===== config.mk =====
export PLATFORM = sky130hd
export DESIGN_NAME = sa_array
export DESIGN_NICKNAME = d
export VERILOG_FILES = /design/src/rtl/sa_pkg.sv /design/src/rtl/sa_pe.sv /design/src/rtl/sa_array.sv
export SDC_FILE = /design/constraint.sdc
export NUM_CORES = 1
export LEC_CHECK = 0
export ABC_AREA = 1
export BUFFER_PORTS_ARGS = -buffer_cell sky130_fd_sc_hd__buf_4
export CORE_ASPECT_RATIO = 1.5
export CORE_UTILIZATION = 55
export DETAILED_ROUTE_END_ITERATION = 8
export MAX_ROUTING_LAYER = met4
export PLACE_DENSITY = 0.77
export SLEW_MARGIN = 25
export SYNTH_ARGS = -nofsm -noshare
export SYNTH_HDL_FRONTEND = slang
export SYNTH_SLANG_ARGS = --single-unit

===== constraint.sdc =====
create_clock -name i_clk -period 32.8 [get_ports i_clk]
set_clock_uncertainty 0.15 [all_clocks]
set_input_delay 8.2 -clock i_clk [delete_from_list [all_inputs] [get_ports i_clk]]
set_output_delay 8.2 -clock i_clk [all_outputs]
set_load 0.05 [all_outputs]

===== src/rtl/sa_pkg.sv =====
// Shared types, default sizes and the column-sum reduction for the systolic array.
// Build option SA_SAT_EN: saturate column sums instead of wrapping them.
package sa_pkg;

    localparam int unsigned SA_N_DEF      = 3;
    localparam int unsigned SA_DATA_W_DEF = 8;
    localparam int unsigned SA_ACC_W_DEF  = 20;
    localparam int unsigned SA_OUT_W_DEF  = 8;

    typedef enum logic [1:0] {
        StIdle,
        StLoad,
        StRun,
        StDrain
    } sa_state_e;

    // Reduces a sign-extended sum to out_w bits, returned sign-extended; the caller keeps the low bits.
    function automatic logic signed [63:0] sa_reduce(input logic signed [63:0] acc,
                                                     input int unsigned out_w);
`ifdef SA_SAT_EN
        logic signed [63:0] hi;
        logic signed [63:0] lo;
        hi = (64'sd1 <<< (out_w - 1)) - 64'sd1;
        lo = -hi - 64'sd1;
        if (acc > hi) return hi;
        if (acc < lo) return lo;
`endif
        return (acc <<< (64 - out_w)) >>> (64 - out_w);
    endfunction

endpackage


===== src/rtl/sa_pe.sv =====
// One weight-stationary cell: held weight, east-passing activation and a registered MAC
// whose partial sum moves south.
module sa_pe #(
    parameter int unsigned DATA_W = 8,
    parameter int unsigned ACC_W  = 20
) (
    input  logic                     i_clk,
    input  logic                     i_rst,
    input  logic                     i_w_we,
    input  logic signed [DATA_W-1:0] i_w,
    input  logic signed [DATA_W-1:0] i_a,
    input  logic signed [ACC_W-1:0]  i_psum,
    output logic signed [DATA_W-1:0] o_a,
    output logic signed [ACC_W-1:0]  o_psum
);

    logic signed [DATA_W-1:0]   r_w;
    logic signed [DATA_W-1:0]   r_a;
    logic signed [ACC_W-1:0]    r_psum;
    logic signed [2*DATA_W-1:0] w_prod;

    assign w_prod = i_a * r_w;

    always_ff @(posedge i_clk or posedge i_rst) begin
        if (i_rst) begin
            r_w    <= '0;
            r_a    <= '0;
            r_psum <= '0;
        end else begin
            if (i_w_we) r_w <= i_w;
            r_a    <= i_a;
            r_psum <= i_psum + ACC_W'(w_prod);
        end
    end

    assign o_a    = r_a;
    assign o_psum = r_psum;

endmodule


===== src/rtl/sa_array.sv =====
// N x N weight-stationary systolic matrix-vector engine: y[c] = sum_r a[r] * W[r][c].
// Build option SA_SAT_EN selects saturating output reduction (see sa_pkg::sa_reduce).
module sa_array
    import sa_pkg::*;
#(
    parameter int unsigned N      = SA_N_DEF,
    parameter int unsigned DATA_W = SA_DATA_W_DEF,
    parameter int unsigned ACC_W  = SA_ACC_W_DEF,
    parameter int unsigned OUT_W  = SA_OUT_W_DEF
) (
    input  logic                  i_clk,
    input  logic                  i_rst,
    input  logic                  i_w_load,
    input  logic                  i_w_row_valid,
    input  logic [N*DATA_W-1:0]   i_w_row,
    input  logic                  i_start,
    input  logic                  i_a_valid,
    output logic                  o_a_ready,
    input  logic                  i_a_last,
    input  logic [N*DATA_W-1:0]   i_a_vec,
    output logic                  o_y_valid,
    output logic [N*OUT_W-1:0]    o_y_vec,
    output logic                  o_w_ok,
    output logic                  o_busy,
    output logic                  o_done
);

    localparam int unsigned CNT_W = (N > 1) ? $clog2(2 * N) : 1;
    localparam int unsigned VLD_D = 2 * N - 1;

    sa_state_e         r_state, w_state_d;
    logic [CNT_W-1:0]  r_cnt, w_cnt_d;
    logic              r_w_ok, w_w_ok_d;
    logic              r_done, w_done_d;
    logic              w_hs;
    logic [VLD_D-1:0]  r_vld;
    logic              r_y_valid;
    logic [N*OUT_W-1:0] r_y_vec;

    logic signed [DATA_W-1:0] w_a_in [N];
    logic signed [DATA_W-1:0] w_ah   [N][N+1];
    logic signed [ACC_W-1:0]  w_ps   [N+1][N];
    logic signed [ACC_W-1:0]  w_col  [N];
    logic [N-1:0]             w_we;

    assign o_a_ready = (r_state == StRun);
    assign w_hs      = i_a_valid && o_a_ready;

    always_comb begin
        w_state_d = r_state;
        w_cnt_d   = r_cnt;
        w_w_ok_d  = r_w_ok;
        w_done_d  = 1'b0;
        unique case (r_state)
            StIdle: begin
                w_cnt_d = '0;
                if (i_w_load) begin
                    w_state_d = StLoad;
                    w_w_ok_d  = 1'b0;
                end else if (i_start && r_w_ok) begin
                    w_state_d = StRun;
                end
            end
            StLoad: begin
                if (i_w_row_valid) begin
                    if (r_cnt == CNT_W'(N - 1)) begin
                        w_state_d = StIdle;
                        w_w_ok_d  = 1'b1;
                        w_cnt_d   = '0;
                    end else begin
                        w_cnt_d = r_cnt + 1'b1;
                    end
                end
            end
            StRun: begin
                if (w_hs && i_a_last) begin
                    w_state_d = StDrain;
                    w_cnt_d   = '0;
                end
            end
            StDrain: begin
                // Stay until the last vector has left the output register.
                if (r_cnt == CNT_W'(2 * N - 1)) begin
                    w_state_d = StIdle;
                    w_done_d  = 1'b1;
                    w_cnt_d   = '0;
                end else begin
                    w_cnt_d = r_cnt + 1'b1;
                end
            end
            default: w_state_d = StIdle;
        endcase
    end

    always_ff @(posedge i_clk or posedge i_rst) begin
        if (i_rst) begin
            r_state <= StIdle;
            r_cnt   <= '0;
            r_w_ok  <= 1'b0;
            r_done  <= 1'b0;
        end else begin
            r_state <= w_state_d;
            r_cnt   <= w_cnt_d;
            r_w_ok  <= w_w_ok_d;
            r_done  <= w_done_d;
        end
    end

    always_comb begin
        for (int r = 0; r < N; r++) begin
            w_a_in[r] = w_hs ? signed'(i_a_vec[r*DATA_W +: DATA_W]) : '0;
            w_we[r]   = (r_state == StLoad) && i_w_row_valid && (r_cnt == CNT_W'(r));
        end
    end

    for (genvar r = 0; r < N; r++) begin : g_skew
        if (r == 0) begin : g_direct
            assign w_ah[r][0] = w_a_in[r];
        end else begin : g_pipe
            logic signed [DATA_W-1:0] r_sk [r];
            always_ff @(posedge i_clk or posedge i_rst) begin
                if (i_rst) begin
                    for (int k = 0; k < r; k++) r_sk[k] <= '0;
                end else begin
                    r_sk[0] <= w_a_in[r];
                    for (int k = 1; k < r; k++) r_sk[k] <= r_sk[k-1];
                end
            end
            assign w_ah[r][0] = r_sk[r-1];
        end
    end

    for (genvar c = 0; c < N; c++) begin : g_top
        assign w_ps[0][c] = '0;
    end

    for (genvar r = 0; r < N; r++) begin : g_row
        for (genvar c = 0; c < N; c++) begin : g_col
            sa_pe #(
                .DATA_W (DATA_W),
                .ACC_W  (ACC_W)
            ) u_pe (
                .i_clk  (i_clk),
                .i_rst  (i_rst),
                .i_w_we (w_we[r]),
                .i_w    (signed'(i_w_row[c*DATA_W +: DATA_W])),
                .i_a    (w_ah[r][c]),
                .i_psum (w_ps[r][c]),
                .o_a    (w_ah[r][c+1]),
                .o_psum (w_ps[r+1][c])
            );
        end
    end

    // Column c leaves the grid N-1-c cycles ahead of the last column.
    for (genvar c = 0; c < N; c++) begin : g_deskew
        if (c == N - 1) begin : g_direct
            assign w_col[c] = w_ps[N][c];
        end else begin : g_pipe
            localparam int unsigned D = N - 1 - c;
            logic signed [ACC_W-1:0] r_ds [D];
            always_ff @(posedge i_clk or posedge i_rst) begin
                if (i_rst) begin
                    for (int k = 0; k < D; k++) r_ds[k] <= '0;
                end else begin
                    r_ds[0] <= w_ps[N][c];
                    for (int k = 1; k < D; k++) r_ds[k] <= r_ds[k-1];
                end
            end
            assign w_col[c] = r_ds[D-1];
        end
    end

    always_ff @(posedge i_clk or posedge i_rst) begin
        if (i_rst) begin
            r_vld     <= '0;
            r_y_valid <= 1'b0;
            r_y_vec   <= '0;
        end else begin
            r_vld     <= (r_vld << 1) | VLD_D'(w_hs);
            r_y_valid <= r_vld[VLD_D-1];
            for (int c = 0; c < N; c++) begin
                r_y_vec[c*OUT_W +: OUT_W] <= OUT_W'(sa_reduce(64'(w_col[c]), OUT_W));
            end
        end
    end

    assign o_y_valid = r_y_valid;
    assign o_y_vec   = r_y_vec;
    assign o_w_ok    = r_w_ok;
    assign o_busy    = (r_state != StIdle);
    assign o_done    = r_done;

endmodule


; Yosys cells after proc, flatten, opt, wreduce, memory -nomap -nowiden
; Index checks and enable logic that the tools add are counted.
[word_totals]
ff_bits = 277
latch_bits = 0
ramBits = 0
rom_bits = 0
output_inout_bits = 29
mem_count = 0
[op_classes]
add_sub_neg = 7
multipliers = 9
n_div = 0
magnitude_cmp = 0
eq_ne = 12
n_shift = 0
muxes = 21
bitwise = 1
n_reduce_logical = 14
[op_table]
columns = cell, count
row1 = $mul 8x8->8, 9
row2 = $add 8x8->8, 6
row3 = $mux 8, 3
row4 = $mux 2, 6
row5 = $mux 3, 4
row6 = $pmux 3 s4, 1
row7 = $pmux 2 s4, 1
row8 = $logic_and 1x1->1, 7
row9 = $ne 2x2->1 const B, 3
row10 = $mux 1, 5
row11 = $or 5x1->5, 1
row12 = $reduce_and 5->1, 1
row13 = $eq 2x2->1 const B, 2
row14 = $ne 2x1->1 const B, 2
row15 = $reduce_and 4->1, 1
row16 = $reduce_bool 2->1, 2
row17 = $add 3x1->3 const B, 1
row18 = $eq 3x1->1 const B, 1
row19 = $eq 3x2->1 const B, 1
row20 = $eq 3x3->1 const B, 1
row21 = $logic_not 3->1, 1
row22 = $ne 3x3->1 const B, 1
row23 = $eq 2x1->1 const B, 1
row24 = $logic_not 2->1, 1
row25 = other kinds (2), 2

; Depth between registers and ports, before layout
; Gate-level depths: netlist of run 1.
[depth]
word_depth = 5
depth_mapped = 26

; Cells and area by module
; A second synthesis of run 1 with hierarchy kept.
[unflattened]
hier_cells = 5156
area_unflattened_um2 = 46483.3
[by_module_without_submodules]
columns = module, instances, cells_each, area_per_inst_um2
row1 = sa_pe (g_row[0].g_col[2].u_pe ...), 5, 550, 4885.9
row2 = sa_pe (g_row[0].g_col[0].u_pe ...), 2, 552, 4835.9
row3 = sa_pe (g_row[2].g_col[2].u_pe), 1, 551, 4865.9
row4 = sa_pe (g_row[2].g_col[1].u_pe), 1, 551, 4832.1
row5 = sa_array, 1, 200, 2683.8

; Least setup slack after synthesis of run 1
; Ideal clock, no wire load.
[synth_path]
path_type = input-to-reg
start = input i_a_valid
end = register g_row[0].g_col[0].u_pe.r_psum[7]
arrival_ns = 11.462
setup_slack_ns = 21.072
cell_stages = 21
path_buffers = 0
path_cell_list = nand3_4 inv_2 nand2_1 inv_1 nand2_1 fa_1 inv_1 fa_1 fa_1 inv_1 fa_1 inv_1 ha_1 a21oi_1 nand2_1 xor2_1 inv_1 nand2_1 nand2_1 nand2_1 nand2_1
[synth_via]
elab_chain_cells = 3
[synth_lines]
columns = item, line_no
row1 = "start, declared", sa_array.sv:17  ; input logic i_a_valid,
row2 = $logic_and 1x1->1, sa_array.sv:47  ; assign w_hs = i_a_valid && o_a_ready;
row3 = named net w_hs, sa_array.sv:35  ; logic w_hs;
row4 = $mux 8, sa_array.sv:111  ; w_a_in[r] = w_hs ? signed'(i_a_vec[r*DATA_W +: DATA_W]) : '0;
row5 = named net g_row[0].g_col[0].u_pe.i_a[2], sa_pe.sv:11  ; input logic signed [DATA_W-1:0] i_a,
row6 = $mul 8x8->8, sa_pe.sv:22  ; assign w_prod = i_a * r_w;
row7 = named net g_row[0].g_col[0].u_pe.w_prod[7], sa_pe.sv:20  ; logic signed [2*DATA_W-1:0] w_prod;
row8 = "end signal, assigned", sa_pe.sv:32  ; r_psum <= i_psum + ACC_W'(w_prod);
row9 = "end, declared", sa_pe.sv:19  ; logic signed [ACC_W-1:0] r_psum;
; The timed path passes the listed nets, and every way through them passes these cells.
; A chain may end at the register's enable or synchronous reset.

; Final worst setup path of run 1
; Same ends and word-level chain as after synthesis.

==> results.yml, run 1 <==
outcome:
  outcome: "finished clean"
global_routing:
  vias_in_the_first_global_route: 13000
  grt_start_max_net_pins: 140
  grt.total_usage: 0.240
  antenna_found_initial: 0
  global_route_wire_length_before_repair_um: 61100
  globalRoute.totalOverflow: 0
drt:
  drcViolationCount: 0
  met2WireLength_um: 19900
  post_drt_wl_per_cell_um: 14.3
  dr.max_layer_used: "met4"
  routed_via_density: 4.93
  met1_length_um: 13000
  antenna_left: 0
  drt_iter0_drc: 548
  totalWireLength_um: 35700
  vias: 12300
  met3_wirelength_um: 1100
  firstDrtPassIters: 7
floorplan:
  design.portCount: 84
  dieArea_sq_um: 33700
  placeableCoreArea_sq_um: 32500
  total_number_of_placement_rows: 81
  initial_core_util: 0.557
  dieWidth_um: 150
  fp.dieH_um: 224
worst_setup_path:
  critical_path.top_delay_family: "adder cells"
  rr_endpoint: "g_row[0].g_col[0].u_pe.o_psum[7]"
  crit_path_cell_trace: "buf_4, nand3_4, inv_2, nand2_1, inv_1, nand2_1, fa_1, inv_1, fa_1, fa_1, inv_1, fa_1, inv_1, ha_1, a21oi_1, nand2_1, xor2_1, inv_1, nand2_1, nand2_1, nand2_1, nand2_1"
  timing.critical_path.mode_cell: "sky130_fd_sc_hd__nand2_1"
  timing.critical_path.slowest_cell_delay_ns: 0.57
  critical_path_class: "in -> reg"
  worst-endpoint-arrival_ns: 12.24
  cp_slowest_cell: "sky130_fd_sc_hd__fa_1"
  worst-r2r-cell-count: 21
  worst-path-max-fanout: 23
  critical_path.startpoint_type: "primary input"
  worst_ep_required_time_ns: 33.09
  reg2reg_from: "r_state[1]"
  r2r_slack_ns: 28.00
  crit_buf_inv: 7
  crit_path_end_kind: "flop"
cells_and_area:
  multi_input_area_sq_um: 9090
  final-seq-area_sq_um: 6930
  drive_above_1_share: 0.0713
  number_of_antenna_diodes: 0
  fin_nets: 2431
  syn_to_final_growth_pct: 10.6
  layout_commonest_cell: "sky130_fd_sc_hd__inv_1"
  final_cell_mix: "sky130_fd_sc_hd__inv_1 (509), sky130_fd_sc_hd__nand2_1 (507), sky130_fd_sc_hd__dfrtp_1 (277)"
  n_fill_cell: 2692
  stdcell_count: 2490
synth:
  yosys_register_bits: 277
  avgSynthCellArea_sq_um: 9.14
  synth_enable_flop_cells: 0
  async_reset_ff_frac: 1.00
  netlist-cell-type-count: 33
  seq_area_frac_synth: 0.383
  synth.cell_area_sq_um: 18100
  post_synth_inst_count: 1982
  synth-main-ff-cell: "sky130_fd_sc_hd__dfrtp_1"
  syn_nets: 2358
  synth-warning-count: 0
sta:
  drv_slew: 0
  final_setup_violation_count: 0
  finalHoldViolations: 0
  timing.final.crit_share: 0.364
  grt_setup_unrepaired: "no"
  slew-limit-headroom: 0.394
  final_period_minus_worst_setup_slack_ns: 11.95
  fin_tns_setup_ns: 0
  timing.fmax_ghz: 0.0837
  max_slew.worst_pin.slew_ns: 0.908
clock_tree:
  numCtsBuffers: 27
  clock_insertion_delay_worst_skew_ns: 0.55
  post_cts_buffers: 0
  clk_transition_reported_paths_ns: 0.07
  holdBufCountCts: 0
  cts-htree-levels: 1
  clock_sink_count: 277
  root_buffer: "sky130_fd_sc_hd__clkbuf_16"
  ctsResizeCount: 0
  cts_buffer_depth: 3
  cts_tree: "done"
hold_path:
  timing.hold.worst_endpoint: "g_deskew[0].g_pipe.r_ds[24]"
  holdCritPathClass: "reg -> reg"
  min_from: "g_row[2].g_col[0].u_pe.o_psum[4]"
  min_delay_path_depth: 0
placed_design:
  dp_cells: 2441
  numPortBuffers: 83
  place_congestion: 0.882
  post_detail_place_hpwl_um: 28300
power_and_ir_drop:
  power_share_of_the_sequential_group: 0.421
  total_switching_power_uw: 527
  power_frac_comb: 0.340
  power_report.internal_total_uw: 801
  power.ir.vdd_worst_mv: 0.0460
  cellPowerDensity_nw_per_um2: 66.2
  clockPowerShare: 0.240
  power_switching_share: 0.397
  p_leak_nw: 11.7
run:
  maxCapViolCount: 0
how the worst max path moves through the flow:
stage,from,to,depth (start not counted)
finish,i_a_valid,g_row[0].g_col[0].u_pe.o_psum[7],22
global placement,i_a_valid,g_row[0].g_col[0].u_pe.o_psum[7],22
detailed placement,i_a_valid,g_row[0].g_col[0].u_pe.o_psum[7],20
global route,i_a_valid,g_row[0].g_col[0].u_pe.o_psum[7],22
CTS,i_a_valid,g_row[0].g_col[0].u_pe.o_psum[7],22
floorplan,i_rst,g_deskew[0].g_pipe.r_ds[0],1
worst register-to-register path, delay by kind of cell (launching register included):
kind / cells / cell delay, ns
adders and majority gates: 5 / 2.24
xor gates and xnor gates: 1 / 0.19
DFF: 1 / 0.55
AOI/OAI and AO/OA: 1 / 0.13
and+or+nand+nor: 8 / 0.90
buffers and inverters: 6 / 0.53
flip-flops by register name (all words and copies together), names as in the netlist:
signal / count
g_deskew.g_pipe.r_ds: 24
g_row.g_col.u_pe.o_a: 48
g_row.g_col.u_pe.o_psum: 72
g_row.g_col.u_pe.r_w: 72
g_skew.g_pipe.r_sk: 24
o_done: 1
o_w_ok: 1
o_y_valid: 1
o_y_vec: 24
r_cnt: 3
r_state: 2
r_vld: 5
cells by family after synthesis:
logic type	share of synthesized area
AND/OR/NAND/NOR	0.136
buffers and inverters	0.116
adder cells (fa/ha/maj)	0.281
flip-flops	0.383
XOR/XNOR	0.0570
AO/OA/AOI/OAI	0.0265
layer usage:
layer,vias up,track usage
met2,243,0.445
met4,0,0.107
met5,-,-
met3,92,0.0233
met1,6027,0.253
li1,5923,-
through the flow:
step	power, mW	setup WS, ns	area (sq um)	util	hold slack (ns)
2_1_floorplan	0.874	16.81	18100	-	0.181
3_3_place_gp	0.996	20.31	19100	0.588	0.182
3_5_place_dp	1.02	20.25	19100	0.588	0.185
4_1_cts	1.34	20.83	20000	0.616	0.192
5_1_grt	1.44	20.57	20000	0.616	0.192
6_report	1.33	20.85	20000	0.616	0.187
cell usage after synthesis, types with 8 or more instances:
| master | instances | area share |
|---|---|---|
| sky130_fd_sc_hd__nand2_1 | 507 | 0.11 |
| sky130_fd_sc_hd__xnor2_1 | 61 | 0.029 |
| sky130_fd_sc_hd__xor2_1 | 57 | 0.028 |
| sky130_fd_sc_hd__nor2_1 | 50 | 0.010 |
| sky130_fd_sc_hd__ha_1 | 177 | 0.12 |
| sky130_fd_sc_hd__dfrtp_1 | 277 | 0.38 |
| sky130_fd_sc_hd__nand3b_1 | 8 | 0.0033 |
| sky130_fd_sc_hd__o21ai_0 | 80 | 0.022 |
| sky130_fd_sc_hd__clkbuf_1 | 31 | 0.0064 |
| sky130_fd_sc_hd__fa_1 | 144 | 0.16 |
| sky130_fd_sc_hd__nand3_1 | 29 | 0.0080 |
| sky130_fd_sc_hd__buf_2 | 9 | 0.0025 |
| sky130_fd_sc_hd__inv_1 | 510 | 0.11 |
power by group through the flow:
stage,sequential [mW],clock (mW),combinational (mW)
finish,0.558,0.318,0.451
global route,0.573,0.338,0.525
CTS,0.558,0.325,0.460
detailed placement,0.563,0,0.456
global placement,0.559,0,0.437
floorplan,0.547,0,0.327
layout make-up:
| type | count | share of cell area |
|---|---|---|
| clock buffers | 32 | 0.0361 |
| clock inverters | 17 | 0.00943 |
| inverters | 512 | 0.0966 |
| multi-input cells | 1150 | 0.453 |
| flip-flops and latches | 277 | 0.346 |
| well taps | 415 | 0.0259 |
| repair buffers | 87 | 0.0328 |
(Power assumes the default switching activity.)
==> run 2, diff against run 1 <==
- PLACE_DENSITY: 0.77 -> 0.79
- clock period: 32.8 -> 10.6 ns (I/O delays scaled with it)
==> results.yml, run 2 (same netlist as run 1, synthesis figures left out) <==
outcome:
  outcome: "finished clean"
global_routing:
  global_route_wire_length_before_repair_um: 60900
  antenna_found_initial: 0
  grt.total_usage: 0.238
  grt_start_max_net_pins: 121
  globalRoute.totalOverflow: 0
  vias_in_the_first_global_route: 13200
placed_design:
  numPortBuffers: 83
  post_detail_place_hpwl_um: 28300
  place_congestion: 0.893
clock_tree:
  clock_insertion_delay_worst_skew_ns: 0.54
  cts_tree: "done"
  numCtsBuffers: 26
  ctsResizeCount: 0
  cts_buffer_depth: 3
  post_cts_buffers: 0
  cts-htree-levels: 1
  holdBufCountCts: 0
  clock_sink_count: 277
  root_buffer: "sky130_fd_sc_hd__clkbuf_16"
  clk_transition_reported_paths_ns: 0.07
cells_and_area:
  utilization: 0.614
  final_cell_mix: "sky130_fd_sc_hd__inv_1 (509), sky130_fd_sc_hd__nand2_1 (507), sky130_fd_sc_hd__dfrtp_1 (277)"
  multi_input_area_sq_um: 9080
  final-seq-area_sq_um: 6930
  number_of_antenna_diodes: 0
  fin_nets: 2431
  syn_to_final_growth_pct: 10.3
  drive_above_1_share: 0.0680
  n_fill_cell: 2639
  layout_commonest_cell: "sky130_fd_sc_hd__inv_1"
drt:
  drcViolationCount: 0
  post_drt_wl_per_cell_um: 14.2
  met1_length_um: 13200
  totalWireLength_um: 35400
  firstDrtPassIters: 5
  dr.max_layer_used: "met4"
  routed_via_density: 4.90
  met3_wirelength_um: 1090
  vias: 12200
  met2WireLength_um: 19700
  drt_iter0_drc: 483
  antenna_left: 0
worst_setup_path:
  reg2reg_from: "r_state[0]"
  crit_path_end_kind: "flop"
  critical_path.startpoint_type: "primary input"
  timing.critical_path.mode_cell: "sky130_fd_sc_hd__nand2_1"
  crit_path_cell_trace: "buf_4, nand3_4, inv_2, nand2_1, inv_1, nand2_1, fa_1, inv_1, fa_1, fa_1, inv_1, fa_1, inv_1, ha_1, a21oi_1, nand2_1, xor2_1, inv_1, nand2_1, nand2_1, nand2_1, nand2_1"
  timing.critical_path.slowest_cell_delay_ns: 0.56
  cp_slowest_cell: "sky130_fd_sc_hd__fa_1"
  worst-endpoint-arrival_ns: 6.67
  worst-path-max-fanout: 23
  crit_path_start: "i_a_valid"
  critical_path_class: "in -> reg"
  worst_ep_required_time_ns: 10.89
floorplan:
  placeableCoreArea_sq_um: 32500
  fp.dieH_um: 224
  total_number_of_placement_rows: 81
  design.portCount: 84
  dieWidth_um: 150
  initial_core_util: 0.557
  dieArea_sq_um: 33700
sta:
  fin_tns_setup_ns: 0
  timing.final.crit_share: 0.603
  timing.fmax_ghz: 0.157
  max_slew.worst_pin.slew_ns: 0.880
  finalHoldViolations: 0
  final_setup_violation_count: 0
  drv_slew: 0
  grt_setup_unrepaired: "no"
  final_period_minus_worst_setup_slack_ns: 6.39
  slew-limit-headroom: 0.413
power_and_ir_drop:
  power.ir.vdd_worst_mv: 0.147
  p_leak_nw: 11.7
  cellPowerDensity_nw_per_um2: 203
hold_path:
  min_from: "g_deskew[0].g_pipe.r_ds[0]"
  holdCritPathClass: "reg -> reg"
run:
  maxCapViolCount: 0
run 2: area by class of cell:
cell class / count / share of cell area
tap: 415 / 0.0260
clock inverter: 12 / 0.00782
timing repair buffer: 88 / 0.0332
sequential: 277 / 0.347
clock buffer: 35 / 0.0352
inverter: 512 / 0.0966
multi-input combinational: 1150 / 0.454
run 2: where the power goes:
part / leakage (nW) / internal (mW) / switching, mW
Sequential: 3.69 / 1.39 / 0.338
Clock: 0.420 / 0.542 / 0.394
Combinational: 7.60 / 0.522 / 0.877
Total: 11.7 / 2.45 / 1.61
run 2: per-layer routing:
| layer | global-route usage | vias to the layer above |
|---|---|---|
| met5 | - | - |
| met4 | 0.103 | 0 |
| met3 | 0.0241 | 88 |
| met2 | 0.444 | 242 |
| met1 | 0.250 | 5955 |
| li1 | - | 5919 |
run 2: critical path, delay by kind of cell:
kind | cells | cell delay [ns]
fa+ha+maj | 5 | 2.21
compound gates | 1 | 0.15
buf+inv | 7 | 0.66
xor+xnor | 1 | 0.18
simple gates | 8 | 0.85
run 2: path summary, 6_finish.rpt:
kind | endpoint | slack, ns | cells past startpoint
min reg2reg | o_y_vec[0] | 0.19 | 0
max | g_row[0].g_col[0].u_pe.o_psum[7] | 4.21 | 22
min in group asynchronous | o_y_vec[15] | 2.11 | 2
max reg2reg | g_row[0].g_col[0].u_pe.o_psum[7] | 5.83 | 22
min | o_y_vec[0] | 0.19 | 0
max in group asynchronous | g_row[0].g_col[1].u_pe.o_a[6] | 6.78 | 3
run 2: through the flow:
step | cell area (sq um) | setup WS (ns) | hold slack [ns] | power (mW) | instances
CTS | 20000 | 4.19 | 0.193 | 4.11 | 2489
detailed placement | 19100 | 3.62 | 0.185 | 3.15 | 2442
global placement | 19100 | 3.66 | 0.182 | 3.08 | 2442
global route | 20000 | 3.91 | 0.200 | 4.40 | 2489
floorplan | 18100 | 0.163 | 0.181 | 2.70 | 1982
finish | 20000 | 4.21 | 0.190 | 4.06 | 2489
